File: src/rtl/piso_serializer_pkg.sv
// Shared definitions for the PISO serializer: FSM state encoding and a
// constant-evaluable clog2 used to size the bit counter.
package piso_serializer_pkg;

    typedef enum logic {
        IDLE  = 1'b0,
        SHIFT = 1'b1
    } state_e;

    // Smallest r such that 2**r >= n; a 1-bit floor keeps WIDTH=2 legal.
    function automatic int unsigned clog2(input int unsigned n);
        int unsigned r;
        r = 1;
        for (int unsigned i = 1; i < 32; i++) begin
            if ((64'd1 << i) < 64'(n)) begin
                r = i + 1;
            end
        end
        return r;
    endfunction

endpackage

File: src/rtl/piso_serializer_bit_counter.sv
// Modulo-WIDTH bit position counter with synchronous clear, enable and a
// last-bit flag; clear has priority over enable.
module piso_bit_counter
    import piso_serializer_pkg::*;
#(
    parameter int unsigned WIDTH = 4,
    parameter int unsigned CW    = clog2(WIDTH)
) (
    input  logic          clk,
    input  logic          rst_n,
    input  logic          clr_i,
    input  logic          en_i,
    output logic [CW-1:0] cnt_o,
    output logic          last_o
);

    localparam logic [CW-1:0] LAST_CNT = CW'(WIDTH - 1);

    logic [CW-1:0] cnt_q;
    logic [CW-1:0] cnt_d;

    always_comb begin
        cnt_d = cnt_q;
        if (clr_i) begin
            cnt_d = '0;
        end else if (en_i) begin
            cnt_d = (cnt_q == LAST_CNT) ? '0 : cnt_q + CW'(1);
        end
    end

    always_ff @(posedge clk or negedge rst_n) begin
        if (!rst_n) begin
            cnt_q <= '0;
        end else begin
            cnt_q <= cnt_d;
        end
    end

    assign cnt_o  = cnt_q;
    assign last_o = (cnt_q == LAST_CNT);

endmodule

File: src/rtl/piso_serializer.sv
// Parallel-in/serial-out transmitter: takes a WIDTH-bit word on valid/ready
// and drives it out one bit per clock, streaming gapless frames.
module piso_serializer
    import piso_serializer_pkg::*;
#(
    parameter int unsigned WIDTH     = 4,
    parameter bit          MSB_FIRST = 1'b0
) (
    input  logic             clk,
    input  logic             rst_n,
    input  logic [WIDTH-1:0] din,
    input  logic             din_valid,
    output logic             din_ready,
    output logic             sout,
    output logic             sout_valid,
    output logic             sof,
    output logic             busy
);

    localparam int unsigned CW = clog2(WIDTH);

    state_e           state_q;
    state_e           state_d;
    logic [WIDTH-1:0] shreg_q;
    logic [WIDTH-1:0] shreg_d;
    logic [CW-1:0]    cnt;
    logic             cnt_last;
    logic             cnt_clr;
    logic             cnt_en;
    logic             accept;
    logic [WIDTH-1:0] shreg_shifted;

    piso_bit_counter #(
        .WIDTH (WIDTH),
        .CW    (CW)
    ) u_bit_counter (
        .clk    (clk),
        .rst_n  (rst_n),
        .clr_i  (cnt_clr),
        .en_i   (cnt_en),
        .cnt_o  (cnt),
        .last_o (cnt_last)
    );

    // Ready depends only on registered state so no valid->ready loop exists.
    assign din_ready = (state_q == IDLE) || cnt_last;
    assign accept    = din_valid && din_ready;

    assign shreg_shifted = MSB_FIRST ? {shreg_q[WIDTH-2:0], 1'b0}
                                     : {1'b0, shreg_q[WIDTH-1:1]};

    always_comb begin
        state_d = state_q;
        shreg_d = shreg_q;
        cnt_clr = 1'b0;
        cnt_en  = 1'b0;
        unique case (state_q)
            IDLE: begin
                if (accept) begin
                    shreg_d = din;
                    cnt_clr = 1'b1;
                    state_d = SHIFT;
                end
            end
            SHIFT: begin
                if (!cnt_last) begin
                    shreg_d = shreg_shifted;
                    cnt_en  = 1'b1;
                end else if (accept) begin
                    shreg_d = din;
                    cnt_clr = 1'b1;
                end else begin
                    shreg_d = '0;
                    cnt_clr = 1'b1;
                    state_d = IDLE;
                end
            end
            default: begin
                state_d = IDLE;
            end
        endcase
    end

    always_ff @(posedge clk or negedge rst_n) begin
        if (!rst_n) begin
            state_q <= IDLE;
            shreg_q <= '0;
        end else begin
            state_q <= state_d;
            shreg_q <= shreg_d;
        end
    end

    assign busy       = (state_q == SHIFT);
    assign sout_valid = busy;
    assign sof        = busy && (cnt == '0);
    assign sout       = busy && (MSB_FIRST ? shreg_q[WIDTH-1] : shreg_q[0]);

endmodule

File: config.mk
export PLATFORM = sky130hd
export DESIGN_NAME = piso_serializer
export DESIGN_NICKNAME = d
export VERILOG_FILES = /design/src/rtl/piso_serializer_pkg.sv /design/src/rtl/piso_serializer_bit_counter.sv /design/src/rtl/piso_serializer.sv
export SDC_FILE = /design/constraint.sdc
export NUM_CORES = 1
export LEC_CHECK = 0
export ABC_CLOCK_PERIOD_IN_PS = 1600
export CAP_MARGIN = 15
export CORE_AREA = 10 10 47 49
export CTS_CLUSTER_DIAMETER = 150
export DETAILED_ROUTE_END_ITERATION = 10
export DIE_AREA = 0 0 57 59
export SLEW_MARGIN = 20
export SYNTH_ARGS = -nofsm -noshare
export SYNTH_HDL_FRONTEND = slang
export SYNTH_SLANG_ARGS = --single-unit
File: constraint.sdc
create_clock -name clk -period 1.6 [get_ports clk]
set_input_delay 0.24 -clock clk [delete_from_list [all_inputs] [get_ports clk]]
set_output_delay 0.24 -clock clk [all_outputs]
set_load 0.01 [all_outputs]
==> results.toml, run 1 <==
[grt]
grt_usage_pct = 5.38
grt_pass1_vias = 331
grt_max_degree = 9
antenna_found_initial = 0
grt_pass1_wl_mm = 1.42
overflow = 0

[floorplan]
row_count = 14
die-width_um = 57
initial_core_util_pct = 27.1
core_mm2 = 0.00140
die_area_mm2 = 0.00336
die_h_um = 59
io_pins = 12

[route]
final_antenna_net_count = 0
via_count = 318
totalWireLength_um = 926
first_pass_iters = 3
drtIter0Drc = 3
routedWlPerCell_um = 13.0
viasPerCell = 4.48
drc = 0

[yosys]
yosysTopAreaCell = "dfrtp_1"
synth_fp_nets = 46
yosysUniqueCellTypes = 13
synthesis.area_um2 = 380
ys_warn_count = 0
syn_area_per_cell_um2 = 10.3
ys_ff_latch = 7
synth_seq_area_share_pct = 46.1
synthCells = 37
synth_area_leaders = "dfrtp_1 (46%), mux2i_1 (11%), o221ai_1 (6.9%), ha_1 (6.6%), inv_1 (5.9%)"
yosysTopAreaCellShare_pct = 46.1

[placement]
dp_hpwl_um = 681
gp_congestion = 0.687
place_area_um2 = 520
portBuffers = 11
pre_cts_slack_ps = 104

[power_and_ir_drop]
p_leak_uw = 0.000277
p_int_uw = 598
switching_share_pct = 34.5
clkPwrFrac_pct = 17.2
p_seq_share_pct = 32.7
ir_drop_mv = 0.866
powerDensity_mw_per_mm2 = 1620
power_switching_uw = 315
p_comb_share_pct = 50.1

[worst_setup_path]
crit_type = "register to output port"
reg2reg_depth = 4
required_ps = 1360
crit_chain = "inv_1 -> ha_1 -> and2_1 -> dlygate4sd2_1"
startpoint_type = "register"
crit_slowest_cell = "dfrtp_1"
crit_arrival_ps = 1270
crit_fanout = 3
cpPeakStageDelay_ps = 370
worst_setup_path_end_kind = "output port"

[cts]
root_buffer = "clkbuf_4"
numCtsBuffers = 3
cts_max_level = 1
cts_tree = "built"
worstSkewPairLatency_ps = 240
cts_hold_buf = 0
cts_sinks = 7
path_clk_slew_ps = 50
clockBufferDepth = 2

[sta]
clock_skew_ps = 0.239
finalSetupViolations = 0
min_period_over_period_pct = 94.6
max_freq_ghz = 0.660
tightest_slew_ps = 322
report.final.slew_viol_count = 0
setup-tns-final_ps = 0
hold_viol_final = 0
slew_headroom_pct = 78.5
grt_setup_unrepaired = "no"
worst_slack_ps = 85.9
hold_slack_ps = 255
finalCriticalPeriod_ps = 1510

[hold_path]
min_path_type = "primary input to asynchronous set/reset pin"

[layout]
n_fill_cell = 160
utilization_pct = 40.3
synthToLayoutAreaGrowth_pct = 48.4
final_area_um2 = 564
nets = 65
diodes = 0
drive_gt1_share_pct = 18.2

[flow_run]
max_cap_viol_count = 0

[status]
outcome = "finished, final reports clean"
cells in the final DEF (no fill, tap or decap):
cell type        netlist  layout
and2_1                 2       2
dfrtp_1                7       6
o32ai_1                1       1
o21ai_1                1       1
o22ai_1                1       1
clkbuf_4               0       3
buf_4                  2       6
nand2b_1               3       3
o221ai_1               3       3
clkdlybuf4s50_1        0       8
clkbuf_1               0       1
dfrtp_2                0       1
dlymetal6s2s_1         0       1
mux2i_1                4       4
ha_1                   2       2
clkdlybuf4s15_1        0       1
inv_1                  6       6
nand3_1                4       4
dlygate4sd2_1          0       1
through the flow:
| step | power [uW] | std cells |
|---|---|---|
| 5_1_grt | 990 | 71 |
| 3_3_place_gp | 748 | 65 |
| 4_1_cts | 896 | 69 |
| 2_1_floorplan | 537 | 37 |
| 6_report | 913 | 71 |
| 3_5_place_dp | 752 | 65 |
critical path: cells and delay by family (launching register included):
family | cells | cell delay (ps)
flops | 1 | 370
fa+ha+maj | 1 | 180
buf+inv | 2 | 340
simple gates | 1 | 140
power groups by stage:
stage	registers (uW)	clock network [uW]	logic (uW)
2_1_floorplan	298	0	239
3_3_place_gp	302	0	446
3_5_place_dp	302	0	450
4_1_cts	302	163	430
5_1_grt	307	184	499
6_report	299	157	458
routing by layer:
| metal | part of all wire, % | up-vias | global-route usage [%] |
|---|---|---|---|
| li1 | - | 163 | - |
| met1 | 41 | 148 | 5.05 |
| met2 | 48 | 7 | 8.37 |
| met3 | 10 | 0 | 4.08 |
| met4 | 0 | 0 | 3.02 |
| met5 | 0 | - | 0 |
repair_timing:
item                                    4_1_cts  5_1_grt
buffers inserted                              0        2
hold endpoints to repair                      0        0
gates resized for setup                       3        2
endpoints found under the setup margin        3        2
cell usage after synthesis, drive strengths merged:
cell type,n
inv,6
dfrtp,7
o21ai,1
mux2i,4
and2,2
nand3,4
o22ai,1
o32ai,1
o221ai,3
nand2b,3
buf,3
ha,2
kinds of logic (layout without fill, tap and decap cells):
logic type               Yosys count  after routing  synth area share, %
AND/OR/NAND/NOR                    9              9                 13.5
buffers and inverters              9             27                 11.2
flip-flops                         7              7                 46.1
AO/OA/AOI/OAI                      6              6                 12.2
multiplexers                       4              4                 10.5
adder cells (fa/ha/maj)            2              2                 6.58
path summary, 6_finish.rpt:
check,slack (ps),to,startpoint
worst max register to register,410,shreg_q[2]$_DFFE_PN0P_,u_bit_counter.cnt_o[0]$_DFFE_PN0P_
min in group clk,550,shreg_q[3]$_DFFE_PN0P_,shreg_q[3]$_DFFE_PN0P_
worst min register to register,550,shreg_q[3]$_DFFE_PN0P_,shreg_q[3]$_DFFE_PN0P_
worst max-delay path,90,sof,u_bit_counter.cnt_o[0]$_DFFE_PN0P_
max in group asynchronous,1090,busy$_DFF_PN0_,rst_n
worst min-delay path,250,shreg_q[3]$_DFFE_PN0P_,rst_n
sequential cells by signal, summed over array words and instances, names as in the netlist:
| register | count |
|---|---|
| busy | 1 |
| shreg_q | 4 |
| u_bit_counter.cnt_o | 2 |
cell type report:
type	instances	area, um2	area share (%)
Inverter	6	22.5	3.99
Multi-Input combinational cell	21	163	28.8
Tap cell	16	20.0	3.55
Timing Repair Buffer	17	156	27.7
Sequential cell	7	176	31.3
Clock buffer	4	26.3	4.66
Note: power is estimated with default switching activity, not from simulation.
==> run 2, diff against run 1 <==
--- a/config.mk
+++ b/config.mk
@@ -8,7 +8,7 @@
 export ABC_CLOCK_PERIOD_IN_PS = 1600
 export CAP_MARGIN = 15
 export CORE_AREA = 10 10 47 49
-export CTS_CLUSTER_DIAMETER = 150
+export CTS_CLUSTER_DIAMETER = 80
 export DETAILED_ROUTE_END_ITERATION = 10
 export DIE_AREA = 0 0 57 59
 export SLEW_MARGIN = 20
==> results of run 2 <==
The final DEF is identical to that of run 1; final timing and power are the same.
==> run 3, diff against run 2 <==
--- a/config.mk
+++ b/config.mk
@@ -5,7 +5,7 @@
 export SDC_FILE = /design/constraint.sdc
 export NUM_CORES = 1
 export LEC_CHECK = 0
-export ABC_CLOCK_PERIOD_IN_PS = 1600
+export ABC_CLOCK_PERIOD_IN_PS = 1400
 export CAP_MARGIN = 15
 export CORE_AREA = 10 10 47 49
 export CTS_CLUSTER_DIAMETER = 80
==> constraint.sdc (replaced) <==
create_clock -name clk -period 1.4 [get_ports clk]
set_input_delay 0.21 -clock clk [delete_from_list [all_inputs] [get_ports clk]]
set_output_delay 0.21 -clock clk [all_outputs]
set_load 0.01 [all_outputs]
==> run 3 against run 2 <==
Compared with the run above:
- sequential share of layout area decreased by 0.14 points
- cell area is 0.44% higher
- flip-flop and latch count unchanged
- count of clock-buffer cells in the layout is the same
- core utilization is 0.18 points higher
- largest power group unchanged
- clock skew increased by 1.6 ps
- global-route usage increased by 0.43 points
- final cell count is 2.8% higher
- worst hold slack lost 27 ps
- critical path depth is the same
- clock power is 12% higher
==> results.toml, run 3 (synthesis results as in run 1) <==
[worst_setup_path]
path_delay_family = "flip-flops"
required_ps = 1190
crit_arrival_ps = 1120
worst_setup_path_end_kind = "output port"
crit_type = "register to output port"
cp_num_buf_inv = 2
startpoint_type = "register"
crit_chain = "inv_1 -> ha_1 -> and2_1 -> buf_2"
crit_slowest_cell = "dfrtp_1"
cpPeakStageDelay_ps = 360
crit_fanout = 3

[grt]
globalRouteMet1Util_pct = 6.14
busiest_layer = "met2"
antenna_found_initial = 0
use_met2_pct = 8.68
grt_max_degree = 8
overflow = 0
grt_pass1_vias = 374
grt_usage_pct = 5.82
use_met3_pct = 3.22
grt_pass1_wl_mm = 1.52

[floorplan]
core_mm2 = 0.00140
die-width_um = 57
die_h_um = 59
initial_core_util_pct = 27.1
row_count = 14
io_pins = 12
die_area_mm2 = 0.00336

[hold_path]
min_path_type = "primary input to asynchronous set/reset pin"

[layout]
top_register = "shreg_q"
n_fill_cell = 151
largest_reg_flops = 4
nets = 67
drive_gt1_share_pct = 26.3
synthToLayoutAreaGrowth_pct = 49.0
final_common_cell = "buf_4"
utilization_pct = 40.4
final_cell_mix = "buf_4 (8), inv_1 (6), clkdlybuf4s50_1 (6), dfrtp_1 (6)"
final_area_um2 = 567
diodes = 0

[cts]
numCtsBuffers = 3
clockBufferDepth = 2
cts_tree = "built"
cts_sinks = 7
cts_max_level = 1
root_buffer = "clkbuf_4"
worstSkewPairLatency_ps = 240
path_clk_slew_ps = 50
cts_hold_buf = 0

[sta]
clock_skew_ps = 1.87
tightest_slew_ps = 327
finalSetupViolations = 0
min_period_over_period_pct = 94.8
finalCriticalPeriod_ps = 1330
max_freq_ghz = 0.753
report.final.slew_viol_count = 0
hold_slack_ps = 228
hold_viol_final = 0
grt_setup_unrepaired = "no"
worst_slack_ps = 72.6
slew_headroom_pct = 78.1

[route]
via_count = 323
totalWireLength_um = 902
routedWlPerCell_um = 12.4
drtIter0Drc = 1
first_pass_iters = 2
drc = 0
viasPerCell = 4.42
final_antenna_net_count = 0

[power_and_ir_drop]
p_leak_uw = 0.000268
p_int_uw = 665
power_switching_uw = 355
ir_drop_mv = 0.802
powerDensity_mw_per_mm2 = 1800
clkPwrFrac_pct = 17.3
p_comb_share_pct = 49.6
p_seq_share_pct = 33.1
switching_share_pct = 34.8

[flow_run]
max_cap_viol_count = 0

[placement]
portBuffers = 11
pre_cts_slack_ps = -40.4
place_area_um2 = 536
gp_congestion = 0.695
dp_hpwl_um = 689

[status]
outcome = "finished, final reports clean"
[run 3: cell count changes in the layout (fill, tap and decap cells not counted), sizes merged]
cell           before  now
buf                 6   10
clkdlybuf4s50       8    6
dlygate4sd2         1    3
clkdlybuf4s15       1    0
dlymetal6s2s        1    0
[run 3: per-stage QoR]
step	instances	setup TNS, ps	power, uW
final	73	0	1020
after global routing	73	0	1120
after CTS	73	0	1040
after detailed placement	67	-78.9	882
after global placement	67	-57.3	880
after floorplan	37	0	613
[run 3: power groups by stage]
stage	clock network, uW	registers, uW	logic, uW
2_1_floorplan	0	340	273
3_3_place_gp	0	343	536
3_5_place_dp	0	345	537
4_1_cts	188	336	516
5_1_grt	197	350	576
6_report	176	338	506
[run 3: final cells by class]
type / count / area (um2) / share of cell area [%]
Timing Repair Buffer: 19 / 156 / 27.6
Sequential cell: 7 / 176 / 31.1
Tap cell: 16 / 20.0 / 3.53
Clock buffer: 4 / 26.3 / 4.64
Inverter: 6 / 22.5 / 3.97
Multi-Input combinational cell: 21 / 165 / 29.1
[run 3: layer usage]
layer / up-vias / share of wire, %
li1: 169 / -
met4: 0 / 0
met2: 7 / 45
met3: 0 / 9.3
met5: - / 0
met1: 147 / 45
[run 3: final timing paths]
check                           cells after the start                      to  slack (ps)                                from
worst max-delay path                                4                     sof          70  u_bit_counter.cnt_o[0]$_DFFE_PN0P_
worst min-delay path                                1  shreg_q[1]$_DFFE_PN0P_         230                               rst_n
worst max register to register                      4  shreg_q[2]$_DFFE_PN0P_         270  u_bit_counter.cnt_o[0]$_DFFE_PN0P_
worst min register to register                      2  shreg_q[3]$_DFFE_PN0P_         580              shreg_q[3]$_DFFE_PN0P_
max in group asynchronous                           1          busy$_DFF_PN0_         910                               rst_n
min in group clk                                    2  shreg_q[3]$_DFFE_PN0P_         580              shreg_q[3]$_DFFE_PN0P_
[run 3: repair_timing]
| action | in CTS | in global routing |
|---|---|---|
| pin swaps | 0 | 0 |
| endpoints found under the setup margin | 5 | 1 |
| buffers inserted | 2 | 0 |
| resized for setup | 12 | 1 |
